### src/rtl/ddr3_chk_addr_fifo.sv
// Address FIFO for outstanding reads. Head is presented combinationally so
// the returning beat can be compared in the same cycle it is popped.
// A push while full is only accepted if a pop happens on the same cycle.
module ddr3_chk_addr_fifo #(
    parameter int WIDTH = 29,
    parameter int DEPTH = 16
) (
    input  logic                     clk,
    input  logic                     rst_n,
    input  logic                     clr_i,
    input  logic                     push_i,
    input  logic [WIDTH-1:0]         din_i,
    input  logic                     pop_i,
    output logic [WIDTH-1:0]         dout_o,
    output logic                     full_o,
    output logic                     empty_o,
    output logic [$clog2(DEPTH):0]   count_o
);

    localparam int PW = $clog2(DEPTH);

    logic [WIDTH-1:0] mem_q [DEPTH];
    logic [PW-1:0]    wr_ptr_q, wr_ptr_d;
    logic [PW-1:0]    rd_ptr_q, rd_ptr_d;
    logic [PW:0]      cnt_q, cnt_d;
    logic             wr_ok, rd_ok;

    assign full_o  = (cnt_q == (PW+1)'(DEPTH));
    assign empty_o = (cnt_q == '0);
    assign count_o = cnt_q;
    assign dout_o  = mem_q[rd_ptr_q];

    assign wr_ok = push_i & (~full_o | pop_i);
    assign rd_ok = pop_i & ~empty_o;

    // Pointer and occupancy next-state; clear empties the FIFO outright.
    always_comb begin
        wr_ptr_d = wr_ptr_q;
        rd_ptr_d = rd_ptr_q;
        cnt_d    = cnt_q;
        if (clr_i) begin
            wr_ptr_d = '0;
            rd_ptr_d = '0;
            cnt_d    = '0;
        end else begin
            if (wr_ok) wr_ptr_d = wr_ptr_q + PW'(1);
            if (rd_ok) rd_ptr_d = rd_ptr_q + PW'(1);
            case ({wr_ok, rd_ok})
                2'b10:   cnt_d = cnt_q + (PW+1)'(1);
                2'b01:   cnt_d = cnt_q - (PW+1)'(1);
                default: cnt_d = cnt_q;
            endcase
        end
    end

    // Control registers with synchronous active-low reset.
    always_ff @(posedge clk) begin
        if (!rst_n) begin
            wr_ptr_q <= '0;
            rd_ptr_q <= '0;
            cnt_q    <= '0;
        end else begin
            wr_ptr_q <= wr_ptr_d;
            rd_ptr_q <= rd_ptr_d;
            cnt_q    <= cnt_d;
        end
    end

    // Storage array; contents are don't-care until written.
    always_ff @(posedge clk) begin
        if (wr_ok && !clr_i) mem_q[wr_ptr_q] <= din_i;
    end

endmodule

### config.mk
export PLATFORM = sky130hd
export DESIGN_NAME = ddr3_chk_addr_fifo
export DESIGN_NICKNAME = d
export VERILOG_FILES = /design/src/rtl/ddr3_chk_addr_fifo.sv
export SDC_FILE = /design/constraint.sdc
export NUM_CORES = 1
export LEC_CHECK = 0
export ABC_AREA = 0
export CAP_MARGIN = 0
export CORE_ASPECT_RATIO = 1.4
export CORE_MARGIN = 8
export CORE_UTILIZATION = 30
export DETAILED_ROUTE_END_ITERATION = 8
export PLACE_DENSITY = 0.56
export SYNTH_ARGS = -nofsm -noshare
export SYNTH_HDL_FRONTEND = slang
export SYNTH_SLANG_ARGS = --single-unit
export TNS_END_PERCENT = 20
### constraint.sdc
create_clock -name clk -period 10.25 [get_ports clk]
set_input_delay 2.05 -clock clk [delete_from_list [all_inputs] [get_ports clk]]
set_output_delay 2.05 -clock clk [all_outputs]
set_load 0.02 [all_outputs]
==> results of run 1 <==
==> power by group <==
group | leakage, nW | switching, mW | total (mW) | internal, mW
Combinational | 1.52 | 0.0705 | 0.123 | 0.0530
Sequential | 4.32 | 0.00644 | 2.17 | 2.16
Clock | 0.647 | 0.688 | 1.54 | 0.856
Total | 6.48 | 0.765 | 3.84 | 3.07
==> cells in the final DEF (no fill, tap or decap), drive strengths merged, types with 3 or more instances in the layout <==
cell / n
clkbuf: 54
buf: 17
xnor2: 3
a22oi: 58
and3: 13
nand3: 6
mux2i: 3
inv: 11
nand2: 36
clkdlybuf4s50: 69
or4: 3
dfxtp: 17
ha: 9
xor2: 4
nor2: 22
mux4: 116
edfxtp: 464
clkinv: 15
diode: 3
a21oi: 5
nor2b: 4
==> worst min-delay path, stage by stage, from the launching register on <==
cell and delay [ns]:
dfxtp_1 0.31, o211ai_1 0.07, nand2_1 0.07
==> per-stage QoR <==
| step | power [mW] | hold slack, ns | instances |
|---|---|---|---|
| after global routing | 3.95 | 0.542 | 1768 |
| after CTS | 3.88 | 0.504 | 1767 |
| after floorplan | 2.27 | 0.459 | 829 |
| after detailed placement | 2.34 | 0.491 | 1691 |
| final | 3.84 | 0.503 | 1770 |
| after global placement | 2.33 | 0.481 | 1691 |
==> sequential cells by signal, indices dropped and copies added, names as in the netlist, named ones only <==
register	flops
wr_ptr_q	4
count_o	5
mem_q	464
rd_ptr_q	4
==> worst min-delay path by stage <==
stage | start | endpoint | cells after the start
4_1_cts | rd_ptr_q[3] | rd_ptr_q[3] | 2
5_1_grt | rd_ptr_q[3] | flip-flop | 2
2_1_floorplan | rd_ptr_q[3] | flip-flop | 2
3_3_place_gp | rd_ptr_q[3] | rd_ptr_q[3] | 2
6_report | rd_ptr_q[3] | flip-flop | 2
3_5_place_dp | rd_ptr_q[3] | flip-flop | 2
==> per-layer routing <==
metal | up-vias | global-route usage [%]
met5 | - | 0
met4 | 0 | 3.31
met3 | 52 | 2.05
met2 | 162 | 22.1
met1 | 4555 | 14.0
li1 | 3668 | -
==> area by class of cell <==
type / count / area share [%]
diodes: 3 / 0.0351
multi-input cells: 299 / 18.1
repair buffers: 86 / 3.83
flip-flops and latches: 481 / 66.9
inverters: 8 / 0.141
well taps: 817 / 4.79
clock buffers: 54 / 5.43
clock inverters: 22 / 0.797
==> cells by family (layout without fill, tap and decap cells) <==
logic type / after synthesis / after routing / share of synthesized area [%]
buf+inv: 49 / 170 / 1.36
flops: 481 / 481 / 77.9
other cells: 0 / 3 / 0
simple gates: 93 / 93 / 2.40
compound gates: 70 / 70 / 2.91
fa+ha+maj: 10 / 10 / 0.723
mux: 119 / 119 / 14.4
xor+xnor: 7 / 7 / 0.334
==> results.json, run 1 <==
{
  "status": "finished, final reports clean",
  "grt_pass1_vias": 9063,
  "viasPerCell": 4.77,
  "die_y_um": 309,
  "wl_met2_mm": 22.3,
  "multiInputGateArea_mm2": 0.00387,
  "cts_setup_buffers": 0,
  "start_util_pct": 30.2,
  "fillers": 5540,
  "hp-class": "reg -> reg",
  "final_period_minus_worst_setup_slack_ns": 6.08,
  "drv_slew": 0,
  "dpl-instance-area_mm2": 0.0200,
  "met3_length_mm": 1.55,
  "required_ns": 8.20,
  "powerDensity_mw_per_mm2": 180,
  "hold_violations": 0,
  "pin_count": 70,
  "syn-cell-area_mm2": 0.0183,
  "synth_seq_cells": 481,
  "timing.final.crit_share_pct": 59.3,
  "dp_hpwl_mm": 22.3,
  "max_freq_ghz": 0.164,
  "grt_pass1_wl_mm": 61.0,
  "portBuffers": 69,
  "relSlewSlack_pct": 29.4,
  "grt-ovfl-total": 0,
  "r2r_cells": 9,
  "synth_most_common_cell": "edfxtp_1",
  "async_reset_ff_share_pct": 0,
  "antenna_found_initial": 3,
  "cp_slowest_cell": "dfxtp_4",
  "final_nets": 964,
  "finalSetupViolations": 0,
  "synthTopCellsByCount": "edfxtp_1, mux4_2, a22oi_1, nand2_1, nor2_1",
  "netlist.area_leader.share_pct": 76.0,
  "path_max_fanout": 47,
  "clock_path_buffers": 3,
  "setup_tns_ns": 0,
  "synth.avg_cell_area_um2": 22.1,
  "cts.sinks": 481,
  "core_mm2": 0.0606,
  "drc": 0,
  "drtIter0Drc": 518,
  "reg2reg_from": "count_o[0]",
  "cts_hold_buf": 0,
  "finClkSkew_ns": 0.0114,
  "setup_ws_ns": 4.17,
  "vias": 8437,
  "regArea_mm2": 0.0143,
  "cts_buffers": 44,
  "synth_nets": 873,
  "drv_cap": 0,
  "cp_cell_sequence": "buf_4 -> mux4_2 -> a22oi_1 -> nand2_1 -> clkdlybuf4s50_1",
  "rsz0062_at_grt": "false",
  "cp.arrival_ns": 4.03,
  "tightest_slew_ns": 1.06,
  "dp_slack_ns": 4.58,
  "root_buffer": "clkbuf_16",
  "end_kind": "primary output",
  "final_layout_size_suffix_gt1_share_pct": 22.9,
  "p_leak_nw": 6.48,
  "die-area_mm2": 0.0694,
  "grt_max_degree": 62,
  "synth_edf_count": 464,
  "final_area_mm2": 0.0214,
  "h-tree-depth": 2,
  "synth_top_area_cell": "edfxtp_1",
  "gp_congestion": 0.676,
  "start_kind": "flip-flop",
  "clk_latency_ns": 0.55,
  "ys_seq_area_share_pct": 77.9,
  "drtPass1Iterations": 4,
  "cp_top_family": "buffers and inverters",
  "cp.depth": 5,
  "cts_tree": "done",
  "ir_drop_uv": 116,
  "final_util_pct": 35.2,
  "crit_path_max_incr_delay_ns": 0.91,
  "rows": 107,
  "final_antenna_net_count": 0,
  "grtUsageTotal_pct": 11.9,
  "crit_end": "dout_o[28]",
  "synth_cells": 829,
  "cts_resized": 0,
  "synth_area_leaders": "edfxtp_1, mux4_2, a22oi_1, dfxtp_1, nand2_1",
  "path_class": "reg -> out",
  "rr_endpoint": "count_o[4]",
  "clk_pin_slew_ns": 0.06,
  "reg2reg_slack_ns": 7.31,
  "routed_wl_mm": 41.4,
  "routed.top_layer": "met4",
  "syn_to_final_growth_pct": 16.5,
  "synth_warnings": 0,
  "ys_types": 34,
  "met1Wirelength_mm": 16.7,
  "die_w_um": 225,
  "wl_per_cell_um": 23.4,
  "synth_ff_type": "edfxtp_1",
  "path_buf_inv": 2
}
Power figures use the tool's default switching activity.
==> inputs of run 2 (changes only) <==
==> constraint.sdc (replaced) <==
create_clock -name clk -period 5.89 [get_ports clk]
set_input_delay 1.178 -clock clk [delete_from_list [all_inputs] [get_ports clk]]
set_output_delay 1.178 -clock clk [all_outputs]
set_load 0.02 [all_outputs]
==> run 2 against run 1 <==
Against the previous run:
- combinational power grew 81%
- highest routed layer unchanged
- sequential share of layout area shrank 0.65 points
- critical endpoint is now dout_o[6]
- clock power grew 94%
- register-to-register slack lost 4.4 ns
- critical path type unchanged
- flip-flop and latch count is the same
- core utilization grew 0.34 points
- final cell count grew 0.45%
==> results.json, run 2 (synthesized netlist as in run 1, its figures left out) <==
{
  "syn_to_final_growth_pct": 17.7,
  "path_class": "reg -> out",
  "finClkSkew_ns": 0.00994,
  "p_leak_nw": 6.58,
  "regArea_mm2": 0.0143,
  "rsz0062_at_grt": "false",
  "clkPwrFrac_pct": 42.8,
  "viasPerCell": 4.76,
  "reg2reg_slack_ns": 2.93,
  "cts_hold_buf": 0,
  "status": "finished, final reports clean",
  "cts_tree": "done",
  "dpl-instance-area_mm2": 0.0201,
  "cts.sinks": 481,
  "powerDensity_mw_per_mm2": 324,
  "power.share.sequential_pct": 54.0,
  "comb_power_share_pct": 3.2,
  "final_util_pct": 35.6,
  "wl_per_cell_um": 23.2,
  "clk_pin_slew_ns": 0.06,
  "setup_tns_ns": 0,
  "path_max_fanout": 38,
  "timing.final.crit_share_pct": 73.8,
  "dp.cells": 1693,
  "setup_ws_ns": 1.54,
  "ir_drop_uv": 199,
  "final_period_minus_worst_setup_slack_ns": 4.35,
  "drv_slew": 0,
  "largest_reg_flops": 464,
  "routed_wl_mm": 41.3,
  "grt_pass1_vias": 9027,
  "hp-class": "reg -> reg",
  "die-area_mm2": 0.0694,
  "max_freq_ghz": 0.230,
  "tightest_slew_ns": 1.11,
  "drc": 0,
  "clk_latency_ns": 0.55,
  "drtPass1Iterations": 5,
  "antenna_found_initial": 2,
  "portBuffers": 69,
  "final_nets": 967,
  "drtIter0Drc": 581,
  "hold_depth": 2,
  "die_y_um": 309,
  "core_mm2": 0.0606,
  "grt_pass1_wl_mm": 61.0,
  "start_util_pct": 30.2,
  "gp_congestion": 0.700,
  "root_buffer": "clkbuf_16",
  "r2r_cells": 9,
  "switching_share_pct": 19.6,
  "mostFrequentLayoutCells": "edfxtp_1, mux4_2, clkdlybuf4s50_1",
  "p_switching_mw": 1.36,
  "cts_setup_buffers": 0,
  "largest-register": "mem_q",
  "fin_cells": 1778,
  "vias": 8469,
  "end_kind": "primary output",
  "hold_slack_ns": 0.491,
  "pin_count": 70,
  "power_mw": 6.98,
  "hold_violations": 0,
  "die_w_um": 225,
  "cp.arrival_ns": 3.17,
  "final_common_cell": "edfxtp_1",
  "final_antenna_net_count": 0,
  "rows": 107,
  "clock_path_buffers": 3,
  "p_int_mw": 5.62,
  "min_from": "rd_ptr_q[3]",
  "dp_hpwl_mm": 22.9,
  "multiInputGateArea_mm2": 0.00387,
  "start_kind": "flip-flop",
  "min_to": "rd_ptr_q[3]",
  "dp_slack_ns": 2.00,
  "final_layout_size_suffix_gt1_share_pct": 23.4,
  "grt-ovfl-total": 0,
  "finalSetupViolations": 0,
  "drv_cap": 0,
  "final_area_mm2": 0.0216,
  "cts_buffers": 45,
  "cts_resized": 0,
  "fillers": 5561,
  "relSlewSlack_pct": 26.0,
  "h-tree-depth": 2,
  "grt_max_degree": 49,
  "reg2reg_from": "count_o[0]",
  "grtUsageTotal_pct": 11.9,
  "rr_endpoint": "count_o[4]",
  "required_ns": 4.71
}
[run 2: cell type report]
type / instances / area share, %
flip-flops and latches: 481 / 66.2
inverters: 8 / 0.139
clock inverters: 30 / 1.66
multi-input cells: 299 / 18.0
clock buffers: 53 / 5.36
diodes: 2 / 0.0232
well taps: 817 / 4.74
repair buffers: 88 / 3.92
[run 2: worst max path at each step]
stage               from      endpoint  slack [ns]  cells after the start
4_1_cts        flip-flop     dout_o[6]        1.40                      5
3_3_place_gp   flip-flop     dout_o[6]        1.99                      5
3_5_place_dp   flip-flop     dout_o[6]        2.00                      5
5_1_grt        flip-flop     dout_o[5]        1.34                      5
2_1_floorplan      clr_i  mem_q[11][0]        1.90                      3
6_report       flip-flop     dout_o[6]        1.54                      5
[run 2: layer usage]
layer | track usage (%) | vias up | wire length [um]
met5 | 0 | - | 0
met4 | 2.93 | 0 | 733
met3 | 2.12 | 47 | 1810
met2 | 21.2 | 187 | 21800
met1 | 14.7 | 4554 | 16900
li1 | - | 3681 | -
[run 2: worst max-delay path, stage by stage (launching register included)]
cell	delay, ns
dfxtp_4	0.74
buf_4	0.53
mux4_2	0.39
a22oi_1	0.21
nand2_1	0.15
clkdlybuf4s50_1	0.57
[run 2: power groups by stage]
stage,Sequential (mW),Combinational [mW],Clock (mW)
2_1_floorplan,3.84,0.108,0
3_3_place_gp,3.84,0.226,0
3_5_place_dp,3.84,0.231,0
4_1_cts,3.77,0.231,3.05
5_1_grt,3.77,0.245,3.19
6_report,3.77,0.223,2.99
